===== src/rtl/first_nios2_system_sysid_master.sv =====
// Avalon-MM read master that checks the system ID peripheral.
// After a start request it reads the ID word (address 0) and then the
// build timestamp (address 1). Both are compared with build-time constants
// and the result is reported as pass / mismatch / timeout status.
// Reads have zero read latency: data is taken on the accept cycle.
module first_nios2_system_sysid_master #(
  parameter logic [31:0] EXPECTED_ID        = 32'd0,
  parameter logic [31:0] EXPECTED_TIMESTAMP = 32'd1521152775,
  parameter int unsigned TIMEOUT_CYCLES     = 16,
  parameter int unsigned TO_WIDTH           = 16
) (
  input  logic        clock,
  input  logic        reset,
  input  logic        start,
  output logic        address,
  output logic        read,
  input  logic        waitrequest,
  input  logic [31:0] readdata,
  output logic        busy,
  output logic        done,
  output logic        pass,
  output logic        id_mismatch,
  output logic        ts_mismatch,
  output logic        timeout,
  output logic [31:0] id_value,
  output logic [31:0] ts_value
);

  typedef enum logic [1:0] {
    IDLE   = 2'd0,
    RD_ID  = 2'd1,
    RD_TS  = 2'd2,
    FINISH = 2'd3
  } state_t;

  // A zero TIMEOUT_CYCLES disables the stall limit. TO_LAST is the count
  // that, together with one more stalled cycle, means the limit is reached.
  localparam bit                  TO_EN   = (TIMEOUT_CYCLES != 0);
  localparam logic [TO_WIDTH-1:0] TO_LAST = TO_WIDTH'(TIMEOUT_CYCLES - 1);

  state_t              state;
  state_t              state_next;
  logic [TO_WIDTH-1:0] to_cnt;

  logic in_read;
  logic accept;
  logic to_hit;

  // Handshake decode: a read is in flight in RD_ID and RD_TS only. The
  // timeout fires on the Nth consecutive stalled cycle of the same read.
  assign in_read = (state == RD_ID) || (state == RD_TS);
  assign accept  = in_read && !waitrequest;
  assign to_hit  = TO_EN && in_read && waitrequest && (to_cnt == TO_LAST);

  // State register.
  // NOTE: sequential state is written with non-blocking assignments so every
  // flop samples the pre-edge values of the others, independent of order.
  always_ff @(posedge clock or posedge reset) begin
    if (reset) begin
      state <= IDLE;
    end else begin
      state <= state_next;
    end
  end

  // Next-state logic: start is honoured only in IDLE; a timed-out read skips
  // straight to FINISH so an unread timestamp is never requested.
  // NOTE: the default assignment at the top keeps this block free of
  // inferred latches on paths that do not change state.
  always_comb begin
    state_next = state;
    unique case (state)
      IDLE: begin
        if (start) begin
          state_next = RD_ID;
        end
      end
      RD_ID: begin
        if (accept) begin
          state_next = RD_TS;
        end else if (to_hit) begin
          state_next = FINISH;
        end
      end
      RD_TS: begin
        if (accept || to_hit) begin
          state_next = FINISH;
        end
      end
      FINISH: begin
        state_next = IDLE;
      end
      default: begin
        state_next = IDLE;
      end
    endcase
  end

  // Bus and handshake outputs decoded from the state register only, so they
  // hold steady through stalls and never follow an input combinationally.
  always_comb begin
    read    = 1'b0;
    address = 1'b0;
    busy    = 1'b0;
    done    = 1'b0;
    unique case (state)
      IDLE: begin
        busy = 1'b0;
      end
      RD_ID: begin
        read    = 1'b1;
        address = 1'b0;
        busy    = 1'b1;
      end
      RD_TS: begin
        read    = 1'b1;
        address = 1'b1;
        busy    = 1'b1;
      end
      FINISH: begin
        busy = 1'b1;
        done = 1'b1;
      end
      default: begin
        busy = 1'b0;
      end
    endcase
  end

  // Datapath: stall counter, captured words and status flags. Results are
  // cleared when a check is accepted and otherwise held for software.
  // pass is resolved on the cycle the last read completes so that it is
  // already valid while done is high.
  // NOTE: every flop here is a handful of control/status bits and two data
  // words, all of which are reset so the outputs read 0 straight after reset.
  always_ff @(posedge clock or posedge reset) begin
    if (reset) begin
      to_cnt      <= '0;
      pass        <= 1'b0;
      id_mismatch <= 1'b0;
      ts_mismatch <= 1'b0;
      timeout     <= 1'b0;
      id_value    <= '0;
      ts_value    <= '0;
    end else begin
      unique case (state)
        IDLE: begin
          if (start) begin
            to_cnt      <= '0;
            pass        <= 1'b0;
            id_mismatch <= 1'b0;
            ts_mismatch <= 1'b0;
            timeout     <= 1'b0;
            id_value    <= '0;
            ts_value    <= '0;
          end
        end
        RD_ID: begin
          if (accept) begin
            id_value    <= readdata;
            id_mismatch <= (readdata != EXPECTED_ID);
            to_cnt      <= '0;
          end else begin
            to_cnt <= to_cnt + TO_WIDTH'(1);
            if (to_hit) begin
              timeout <= 1'b1;
            end
          end
        end
        RD_TS: begin
          if (accept) begin
            ts_value    <= readdata;
            ts_mismatch <= (readdata != EXPECTED_TIMESTAMP);
            pass        <= !id_mismatch && (readdata == EXPECTED_TIMESTAMP) && !timeout;
            to_cnt      <= '0;
          end else begin
            to_cnt <= to_cnt + TO_WIDTH'(1);
            if (to_hit) begin
              timeout <= 1'b1;
            end
          end
        end
        FINISH: begin
          to_cnt <= '0;
        end
        default: begin
          to_cnt <= '0;
        end
      endcase
    end
  end

endmodule


===== config.mk =====
export PLATFORM = sky130hd
export DESIGN_NAME = first_nios2_system_sysid_master
export DESIGN_NICKNAME = d
export VERILOG_FILES = /design/src/rtl/first_nios2_system_sysid_master.sv
export SDC_FILE = /design/constraint.sdc
export NUM_CORES = 1
export LEC_CHECK = 0
export CORE_UTILIZATION = 50
export CTS_CLUSTER_DIAMETER = 100
export DETAILED_ROUTE_END_ITERATION = 8
export PLACE_DENSITY_LB_ADDON = 0.2
export SYNTH_ARGS = -nofsm -noshare
export SYNTH_HDL_FRONTEND = slang
export SYNTH_SLANG_ARGS = --single-unit

===== constraint.sdc =====
create_clock -name clock -period 5.21 [get_ports clock]
set_clock_uncertainty 0.05 [all_clocks]
set_input_delay 0.521 -clock clock [delete_from_list [all_inputs] [get_ports clock]]
set_output_delay 0.521 -clock clock [all_outputs]
set_load 0.03 [all_outputs]

==> results.md <==
- Psw: 999.0 uW
- Seq cells post-synth: 86
- Critical path class: flip-flop to flip-flop
- CTS tree: built
- Simple-gate portion of the synthesized area: about an eighth
- Pre-CTS setup slack: 2.327 ns
- Post-CTS Setup Repair Bufs: 0
- CTS Buffer Depth: 2
- Cell total after placement: between 400 and 500
- Seq/Total Area, Yosys: 60.06%
- Setup TNS: 0 ns
- Max-Cap Viols: 0
- Post-Syn Nets: roughly 330
- Slew Viols, Final: 0
- Pwr Density: ~510 nW/um^2
- Result of the run: finished clean
- Post-synthesis average cell area: approximately 12 sq um
- DR pass1 iterations: 4
- Clock Latency Late Sink: between 0.3 and 0.4 ns
- Die ar.: around 7500 sq um
- Critical Path Fanout Max: 33
- Worst EP required: 5.44 ns
- First-pass GRT wire length: roughly 15000 microns
- FFs w/ async S/R, synth: between 90% and 100%
- CP endpoint kind: flip-flop
- Die H: slightly below 90 microns
- Largest net degree at the start of global routing: 50
- DR iter-0 viols: between 200 and 250
- Core Region: between 6000 and 7000 sq um
- Post-Syn Area: about 3600 sq um
- Post-synth top area cell: dfrtp_1
- Ports: between 100 and 150
- CTS Sinks: 86
- Yosys warns: 0
- Post-synthesis mux area share: less than 1%
- Final hold violations: 0
- Clock transition at path regs: ~0.080 ns
- Proportion of layout cells with a drive suffix above 1: roughly 6.3%
- PnR worst setup slack: approximately 2.6 ns
- Period minus WS final: approximately 2.6 ns
- Total number of vias: around 2900
- Tot Pwr: between 2000 and 3000 uW
- Die width: around 87 microns
- Clock root buffer: clkbuf_8
- Most frequent cells in the layout: clkdlybuf4s50_1 (107), dfrtp_1 (86), a22o_1 (67), nand2_1 (13), nor2_1 (13)
- Vias in the first global route: 2770
- Largest family of logic cells by synthesized area: compound AO/OA/AOI/OAI gates
- Std-Cell Rows: 30
- Int Pwr: ~1500 uW
- Num CTS Buffers: 9
- CTS resizes: 0
- Routed wire length: between 9000 and 10000 microns
- Seq pwr share: 35.7%
- CTS Hold Bufs: 0
- Vias per inst: 5.874
- Inserted Diodes: 0
- Startpoint Class: flip-flop
- Worst-margin pin slew: about 1.2 ns
- Post-Synth XOR/XNOR Area: under 10%
- Synth top area cells: dfrtp_1 (60%), a22o_1 (16%), ha_1 (1.7%)
- Antenna violations before repair: 0
- Wire per inst: 18.50 microns
- Worst rel slew slack: slightly above 20%
- Post-Layout Cell Count: ~490
- Htree depth: 3
- Post-synth EDFFs: 0
- Nets: 434
- Clock Power Share: between 10% and 20%
- Final ANT Viol Nets: 0
- IO Port Bufs: 107
- Global Route Usage Sum: about a quarter
- Most common cell after layout, fill and taps aside: clkdlybuf4s50_1
- DRC Markers: 0
- Cells after Synth: 290
- Synth top area share: between 60% and 70%
- CP arrival: 2.84 ns
- Max Clk Rate: approximately 380 MHz
- Hold Path Class: flip-flop to flip-flop
- DP HPWL: between 6000 and 7000 microns
- Final Instance Area: roughly 5000 sq um
- Post-synth top flop: dfrtp_1
- Initial cell density of the core: a little over half
- Peak supply drop: approximately 240 uV
- Combinational fraction of design power: about 46%
- GP Congestion: 0.8037
- Placed Area: between 4000 and 5000 sq um
- Sw frac: roughly two fifths
- Area grow syn2layout: 36.91%
- Final worst-path cycle share: 50.13%
- Synth cell types: 35
- Final Setup Violations: 0
- Synth Area in Adders: ~1.7%
- Compound-Gate Fraction of Synth Area: 20.53%
- RSZ-0062 raised after global routing: false
- Static Leak: 0.002149 uW
- Grt total ovfl: 0
==> worst paths after layout <==
| check | from | end | slack [ns] | depth (start not counted) |
|---|---|---|---|---|
| min | pass | pass | 0.44 | 2 |
| min in group asynchronous | reset | ts_value[30] | 0.58 | 2 |
| max | state[0] | id_value[18] | 2.60 | 5 |
| max in group asynchronous | reset | id_value[7] | 3.55 | 3 |
| max reg2reg | state[0] | id_value[18] | 2.60 | 5 |
| min reg2reg | pass | pass | 0.44 | 2 |
==> cells in the mapped netlist, types with 5 or more instances <==
library cell	n
dfrtp_1	86
a22o_1	67
nand2_1	13
nor2_1	13
clkbuf_1	12
a21oi_1	8
nand3_1	8
nor4_1	8
nand4_1	7
o21ai_0	7
xor2_1	7
and3_1	5
buf_2	5
ha_1	5
o31ai_1	5
==> stage by stage <==
stage               hold WS (ns)  util (%)
floorplan                 0.4422         -
global placement          0.4269     68.67
detailed placement        0.4309     68.67
CTS                       0.4497     71.42
global route              0.4641     71.42
finish                    0.4436     71.42
==> power groups by stage <==
| stage | Clock (uW) | Combinational [uW] | Sequential [uW] |
|---|---|---|---|
| CTS | 460 | 1170 | 891 |
| global placement | 0 | 1140 | 898 |
| detailed placement | 0 | 1160 | 900 |
| finish | 453 | 1160 | 892 |
| global route | 489 | 1240 | 910 |
| floorplan | 0 | 509 | 1130 |
==> registers in the layout, summed over array words and instances, names as in the netlist <==
| name | flops |
|---|---|
| ts_mismatch | 1 |
| id_mismatch | 1 |
| timeout | 1 |
| ts_value | 32 |
| pass | 1 |
| to_cnt | 16 |
| state | 2 |
| id_value | 32 |
==> layout make-up <==
class	count	area (sq um)
flip-flops and latches	86	2152
repair buffers	110	1094
well taps	96	120.1
multi-input cells	182	1335
inverters	4	16.27
clock buffers	11	141.4
clock inverters	4	47.55
fillers	509	1963
==> routing by layer <==
metal	track usage, %	share of wire (%)	up-vias
met3	5.048	6.2	9
met2	38.24	45	105
met4	9.394	1.4	0
met1	38.45	47	1470
li1	-	-	1312
met5	0	0	-
==> worst max-delay path, stage by stage (launching register included) <==
cell      delay [ns]
dfrtp_1         0.42
inv_1           0.10
ha_1            0.27
nand2b_1        0.41
and3_1          1.02
a22o_1          0.26
==> cells by family (layout without fill, tap and decap cells) <==
family	count (synthesis)	count (layout)
AOI/OAI and AO/OA	91	91
DFF	86	86
and+or+nand+nor	77	77
buffers and inverters	22	129
xor gates and xnor gates	7	7
adders and majority gates	5	5
muxes	2	2
Power figures use the tool's default switching activity.
